[config.mk]
export PLATFORM = sky130hd
export DESIGN_NAME = serial_bcd_add_ctrl
export DESIGN_NICKNAME = d
export VERILOG_FILES = /design/src/rtl/serial_bcd_add_ctrl_pkg.sv /design/src/rtl/serial_bcd_add_ctrl_fa.sv /design/src/rtl/serial_bcd_add_ctrl.sv
export SDC_FILE = /design/constraint.sdc
export NUM_CORES = 1
export LEC_CHECK = 0
export CAP_MARGIN = 20
export CORE_MARGIN = 2
export CORE_UTILIZATION = 52
export DETAILED_ROUTE_END_ITERATION = 10
export PLACE_DENSITY = 0.86
export SLEW_MARGIN = 20
export SYNTH_ARGS = -nofsm -noshare
export SYNTH_HDL_FRONTEND = slang
export SYNTH_HIERARCHICAL = 1
export SYNTH_SLANG_ARGS = --single-unit
[constraint.sdc]
create_clock -name clk -period 2.95 [get_ports clk]
set_clock_uncertainty 0.1 [all_clocks]
set_input_delay 0.295 -clock clk [delete_from_list [all_inputs] [get_ports clk]]
set_output_delay 0.295 -clock clk [all_outputs]
set_load 0.03 [all_outputs]
[src/rtl/serial_bcd_add_ctrl_pkg.sv]
// Shared constants, state encoding and digit helpers for the serial BCD adder.
package serial_bcd_add_ctrl_pkg;

  localparam int DIGIT_W = 4;
  localparam logic [3:0] BCD_MAX = 4'd9;
  localparam logic [3:0] CORR_VAL = 4'b0110;

  typedef enum logic [2:0] {
    ST_IDLE  = 3'd0,
    ST_ADD   = 3'd1,
    ST_CHECK = 3'd2,
    ST_CORR  = 3'd3,
    ST_DONE  = 3'd4
  } state_t;

  function automatic logic digit_gt_max(input logic [3:0] d);
    return (d > BCD_MAX);
  endfunction

endpackage

[src/rtl/serial_bcd_add_ctrl_fa.sv]
// Single-bit full adder; the whole BCD datapath is serialised through one instance.
module serial_bcd_add_ctrl_fa (
  input  logic a,
  input  logic b,
  input  logic cin,
  output logic s,
  output logic cout
);

  assign s    = a ^ b ^ cin;
  assign cout = (a & b) | (cin & (a ^ b));

endmodule

[src/rtl/serial_bcd_add_ctrl.sv]
// Bit-serial packed-BCD adder: one full adder, LSB first, with per-digit +6 correction
// performed serially through the same adder.
module serial_bcd_add_ctrl
  import serial_bcd_add_ctrl_pkg::*;
#(
  parameter int DIGITS = 4
) (
  input  logic                      clk,
  input  logic                      rst_n,
  input  logic                      start,
  input  logic [DIGIT_W*DIGITS-1:0] a,
  input  logic [DIGIT_W*DIGITS-1:0] b,
  output logic                      busy,
  output logic                      done,
  output logic [DIGIT_W*DIGITS-1:0] sum,
  output logic                      cout,
  output logic                      invalid
);

  localparam int W     = DIGIT_W * DIGITS;
  localparam int IDX_W = (DIGITS > 1) ? $clog2(DIGITS) : 1;

  state_t             state_r;
  logic [W-1:0]       a_sr_r;
  logic [W-1:0]       b_sr_r;
  logic [3:0]         dig_r;
  logic [3:0]         corr_sr_r;
  logic               carry_r;
  logic [1:0]         bit_idx_r;
  logic [IDX_W-1:0]   dig_idx_r;

  logic fa_a_s, fa_b_s, fa_s_s, fa_cout_s;
  logic in_invalid_s;
  logic last_digit_s;

  serial_bcd_add_ctrl_fa u_fa (
    .a    (fa_a_s),
    .b    (fa_b_s),
    .cin  (carry_r),
    .s    (fa_s_s),
    .cout (fa_cout_s)
  );

  // During correction the adder sees the partial digit and the +6 constant instead of operands.
  always_comb begin
    fa_a_s = a_sr_r[0];
    fa_b_s = b_sr_r[0];
    if (state_r == ST_CORR) begin
      fa_a_s = dig_r[0];
      fa_b_s = corr_sr_r[0];
    end else begin
      fa_a_s = a_sr_r[0];
      fa_b_s = b_sr_r[0];
    end
  end

  // Flag any non-BCD digit on the operands presented with start.
  always_comb begin
    in_invalid_s = 1'b0;
    for (int i = 0; i < DIGITS; i++) begin
      in_invalid_s = in_invalid_s
                   | digit_gt_max(a[i*DIGIT_W +: DIGIT_W])
                   | digit_gt_max(b[i*DIGIT_W +: DIGIT_W]);
    end
  end

  assign last_digit_s = (dig_idx_r == IDX_W'(DIGITS - 1));

  // Control FSM and datapath registers; every output is registered here.
  always_ff @(posedge clk) begin
    if (!rst_n) begin
      state_r   <= ST_IDLE;
      a_sr_r    <= '0;
      b_sr_r    <= '0;
      dig_r     <= 4'd0;
      corr_sr_r <= 4'd0;
      carry_r   <= 1'b0;
      bit_idx_r <= 2'd0;
      dig_idx_r <= '0;
      busy      <= 1'b0;
      done      <= 1'b0;
      sum       <= '0;
      cout      <= 1'b0;
      invalid   <= 1'b0;
    end else begin
      case (state_r)
        ST_IDLE: begin
          done <= 1'b0;
          if (start) begin
            a_sr_r    <= a;
            b_sr_r    <= b;
            carry_r   <= 1'b0;
            bit_idx_r <= 2'd0;
            dig_idx_r <= '0;
            invalid   <= in_invalid_s;
            busy      <= 1'b1;
            state_r   <= ST_ADD;
          end else begin
            state_r <= ST_IDLE;
          end
        end
        ST_ADD: begin
          a_sr_r    <= {1'b0, a_sr_r[W-1:1]};
          b_sr_r    <= {1'b0, b_sr_r[W-1:1]};
          dig_r     <= {fa_s_s, dig_r[3:1]};
          carry_r   <= fa_cout_s;
          bit_idx_r <= bit_idx_r + 2'd1;
          if (bit_idx_r == 2'd3) begin
            state_r <= ST_CHECK;
          end else begin
            state_r <= ST_ADD;
          end
        end
        ST_CHECK: begin
          bit_idx_r <= 2'd0;
          carry_r   <= 1'b0;
          if (carry_r || digit_gt_max(dig_r)) begin
            corr_sr_r <= CORR_VAL;
            state_r   <= ST_CORR;
          end else begin
            sum[dig_idx_r*DIGIT_W +: DIGIT_W] <= dig_r;
            if (last_digit_s) begin
              state_r <= ST_DONE;
            end else begin
              dig_idx_r <= dig_idx_r + IDX_W'(1);
              state_r   <= ST_ADD;
            end
          end
        end
        ST_CORR: begin
          dig_r     <= {fa_s_s, dig_r[3:1]};
          corr_sr_r <= {1'b0, corr_sr_r[3:1]};
          bit_idx_r <= bit_idx_r + 2'd1;
          if (bit_idx_r == 2'd3) begin
            // Correction carry is dropped; a corrected digit always carries into the next.
            sum[dig_idx_r*DIGIT_W +: DIGIT_W] <= {fa_s_s, dig_r[3:1]};
            carry_r <= 1'b1;
            if (last_digit_s) begin
              state_r <= ST_DONE;
            end else begin
              dig_idx_r <= dig_idx_r + IDX_W'(1);
              state_r   <= ST_ADD;
            end
          end else begin
            carry_r <= fa_cout_s;
            state_r <= ST_CORR;
          end
        end
        ST_DONE: begin
          cout    <= carry_r;
          done    <= 1'b1;
          busy    <= 1'b0;
          state_r <= ST_IDLE;
        end
        default: begin
          busy    <= 1'b0;
          done    <= 1'b0;
          state_r <= ST_IDLE;
        end
      endcase
    end
  end

endmodule

==> impl_metrics.ini <==
[outcome]
status = finished clean

[drt]
topRoutingLayerUsed = met4
drtPass1Iterations = 4
wl_per_cell_um = 14.5
dr_wl_met2_um = 3550
drcViolationCount = 0
route.met3.wl_um = 341
viasPerCell = 5.68
wl_met1_um = 3100
vias = 2794
drt_iter0_markers = 168
drtAntennaViolNets = 0
routed_wl_um = 7130

[sta]
finalSetupTns_ns = 0
finalCritPeriodShare_pct = 89.3
layout_setup_ws_ns = 0.315
fmax_ghz = 0.379
finalHoldViolCount = 0
setup_viol = 0
fin_crit_ns = 2.64
rsz0062_at_grt = no
worstMarginPinSlew_ns = 0.802
slew_headroom_pct = 46.6
drv_slew = 0

[worst_setup_path]
cp.buffers_inverters = 0
crit_arrival_ns = 2.77
critPathRequiredTime_ns = 3.08
worstPathCellList = nand3b_1, mux2_2, fa_1, mux2i_1, nor4_1, o21a_1
cp_top_family = multiplexers
path_class = flop to flop
slowest_stage = dfxtp_1
worstSetupEndpointType = flop
max_stage_delay_ns = 0.66
start_kind = flop
cp_max_fo = 16

[layout]
final_common_cell = nand2_1
antenna_cells = 0
n_fill_cell = 520
most-common-layout-cells = nand2_1, dfxtp_1, clkdlybuf4s50_1, nor2_1, a311oi_1
nets = 454
drive_gt1_share_pct = 7.91
area_growth_pct = 23.7
instances_no_fill = 492

[synth]
yosysWarnings = 6
synthArstFlopShare_pct = 0
seq_area_frac_synth_pct = 43.4
synth_area_leaders = dfxtp_1, nand2_1, a311oi_1
syn_avg_cell_area_um2 = 8.44
synth_top_flop_cell = dfxtp_1
synth_fp_nets = 407
syn_area_um2 = 3090
yosysTopAreaCellShare_pct = 43.4
synth_edf_count = 0
synth_top_cell_by_area = dfxtp_1
syn_inst = 366
synth-seq-cells = 67
synth_cell_type_count = 47

[die]
io_pins = 55
die_x_um = 81.1
rows = 28
core_um2 = 5820
start_util_pct = 53.1
fp.dieH_um = 81.1
die-area_um2 = 6570

[grt]
gr-total-overflow = 0
grt_max_degree = 62
grt_pass1_wl_um = 11400
track_usage_pct = 22.7
grt_pass1_vias = 2559
antenna_found_initial = 0

[clocking]
cts_buffers = 9
ctsResizeCount = 0
insertion_delay_ns = 0.34
htreeDepth = 3
cts_hold_buffers = 0
cts_root_buf = clkbuf_8
cts_tree = yes
cts.sinks = 67
clk_pin_slew_ns = 0.07
post-cts-setup-buffers = 0
ctsLongestPathBuffers = 2

[placement]
hpwl_um = 4860
dp_cells = 477
post-place-ws_ns = 0.357
port_buffers = 54
gp_congestion = 0.865

[pwr]
clkPwrFrac_pct = 34.2
pwr_density_cell_nw_per_um2 = 494
comb_power_share_pct = 13.4
power_frac_seq_pct = 52.4
p_leak_nw = 1.46
netSwitchingPower_w = 0.000500
swShare_pct = 26.5
p_int_w = 0.00139
ir_drop_mv = 0.316

[run]
max_cap_viol_count = 0

[worst_hold_path]
hp-class = flop to flop
-- path summary, 6_finish.rpt --
kind	from	endpoint	depth (start not counted)	slack [ns]
max	state_r[0]	sum[11]	6	0.31
min	b_sr_r[15]	b_sr_r[15]	2	0.36
max reg2reg	state_r[0]	sum[11]	6	0.31
min reg2reg	b_sr_r[15]	b_sr_r[15]	2	0.36
-- stage by stage --
step                instance area (µm²)  utilization [%]  power [W]  hold slack [ns]
floorplan                          3090                -    0.00117            0.329
global placement                   3660             62.9    0.00125            0.343
detailed placement                 3660             62.9    0.00126            0.349
CTS                                3820             65.7    0.00190            0.358
global route                       3820             65.7    0.00197            0.379
finish                             3820             65.7    0.00189            0.359
-- worst register-to-register path, stage by stage (launching register included) --
cell and delay (ns):
dfxtp_1 0.66, nand3b_1 0.32, mux2_2 0.37, fa_1 0.49, mux2i_1 0.32, nor4_1 0.10, o21a_1 0.18
-- registers in the layout, indices dropped and copies added (netlist names) --
signal and count:
bit_idx_r 2, busy 1, carry_r 1, done 1
a_sr_r 16, dig_idx_r 2, invalid 1, b_sr_r 16
cout 1, corr_sr_r 3, sum 16, dig_r 4
state_r 3
-- final cells by class --
type / instances / area, µm² / area share, %
clock buffers: 12 / 145 / 3.80
clock inverters: 3 / 15.0 / 0.393
inverters: 4 / 15.0 / 0.393
multi-input cells: 272 / 1630 / 42.7
flip-flops and latches: 67 / 1340 / 35.1
well taps: 75 / 93.8 / 2.46
repair buffers: 59 / 578 / 15.1
-- per-layer routing --
layer | global-route usage, % | vias up
met4 | 10.8 | 0
li1 | - | 1399
met2 | 38.1 | 82
met5 | 0 | -
met3 | 5.67 | 11
met1 | 27.2 | 1302
-- power groups by stage --
stage | Combinational (W) | Sequential (W) | Clock, W
after floorplan | 0.000162 | 0.00100 | 0
after global placement | 0.000243 | 0.00101 | 0
after detailed placement | 0.000251 | 0.00101 | 0
after CTS | 0.000253 | 0.000990 | 0.000658
after global routing | 0.000279 | 0.000996 | 0.000694
final | 0.000253 | 0.000990 | 0.000645
-- cells in the mapped netlist (2+ instances only) --
library cell,instances
nand2_1,86
dfxtp_1,67
nor2_1,45
a311oi_1,30
a21oi_1,12
buf_2,11
clkbuf_1,10
mux2i_1,10
o21ai_0,10
o2bb2ai_1,8
nand2b_1,6
ha_1,5
nor2b_1,5
mux2_2,4
nand3_1,4
nand4_1,4
nor3_1,4
o22ai_1,4
a22oi_1,3
inv_1,3
o21a_1,3
a21boi_1,2
a21oi_2,2
and3_1,2
nor3b_1,2
nor4_1,2
o31ai_1,2
-- kinds of logic (layout without fill, tap and decap cells) --
group / count (synthesis) / in the layout / share of synthesized area (%)
AO/OA/AOI/OAI: 82 / 82 / 20.6
adder cells (fa/ha/maj): 6 / 6 / 2.67
buffers and inverters: 27 / 78 / 3.85
flip-flops: 67 / 67 / 43.4
multiplexers: 14 / 14 / 4.70
AND/OR/NAND/NOR: 170 / 170 / 24.7
No activity file was read; power rests on OpenSTA's default activity.
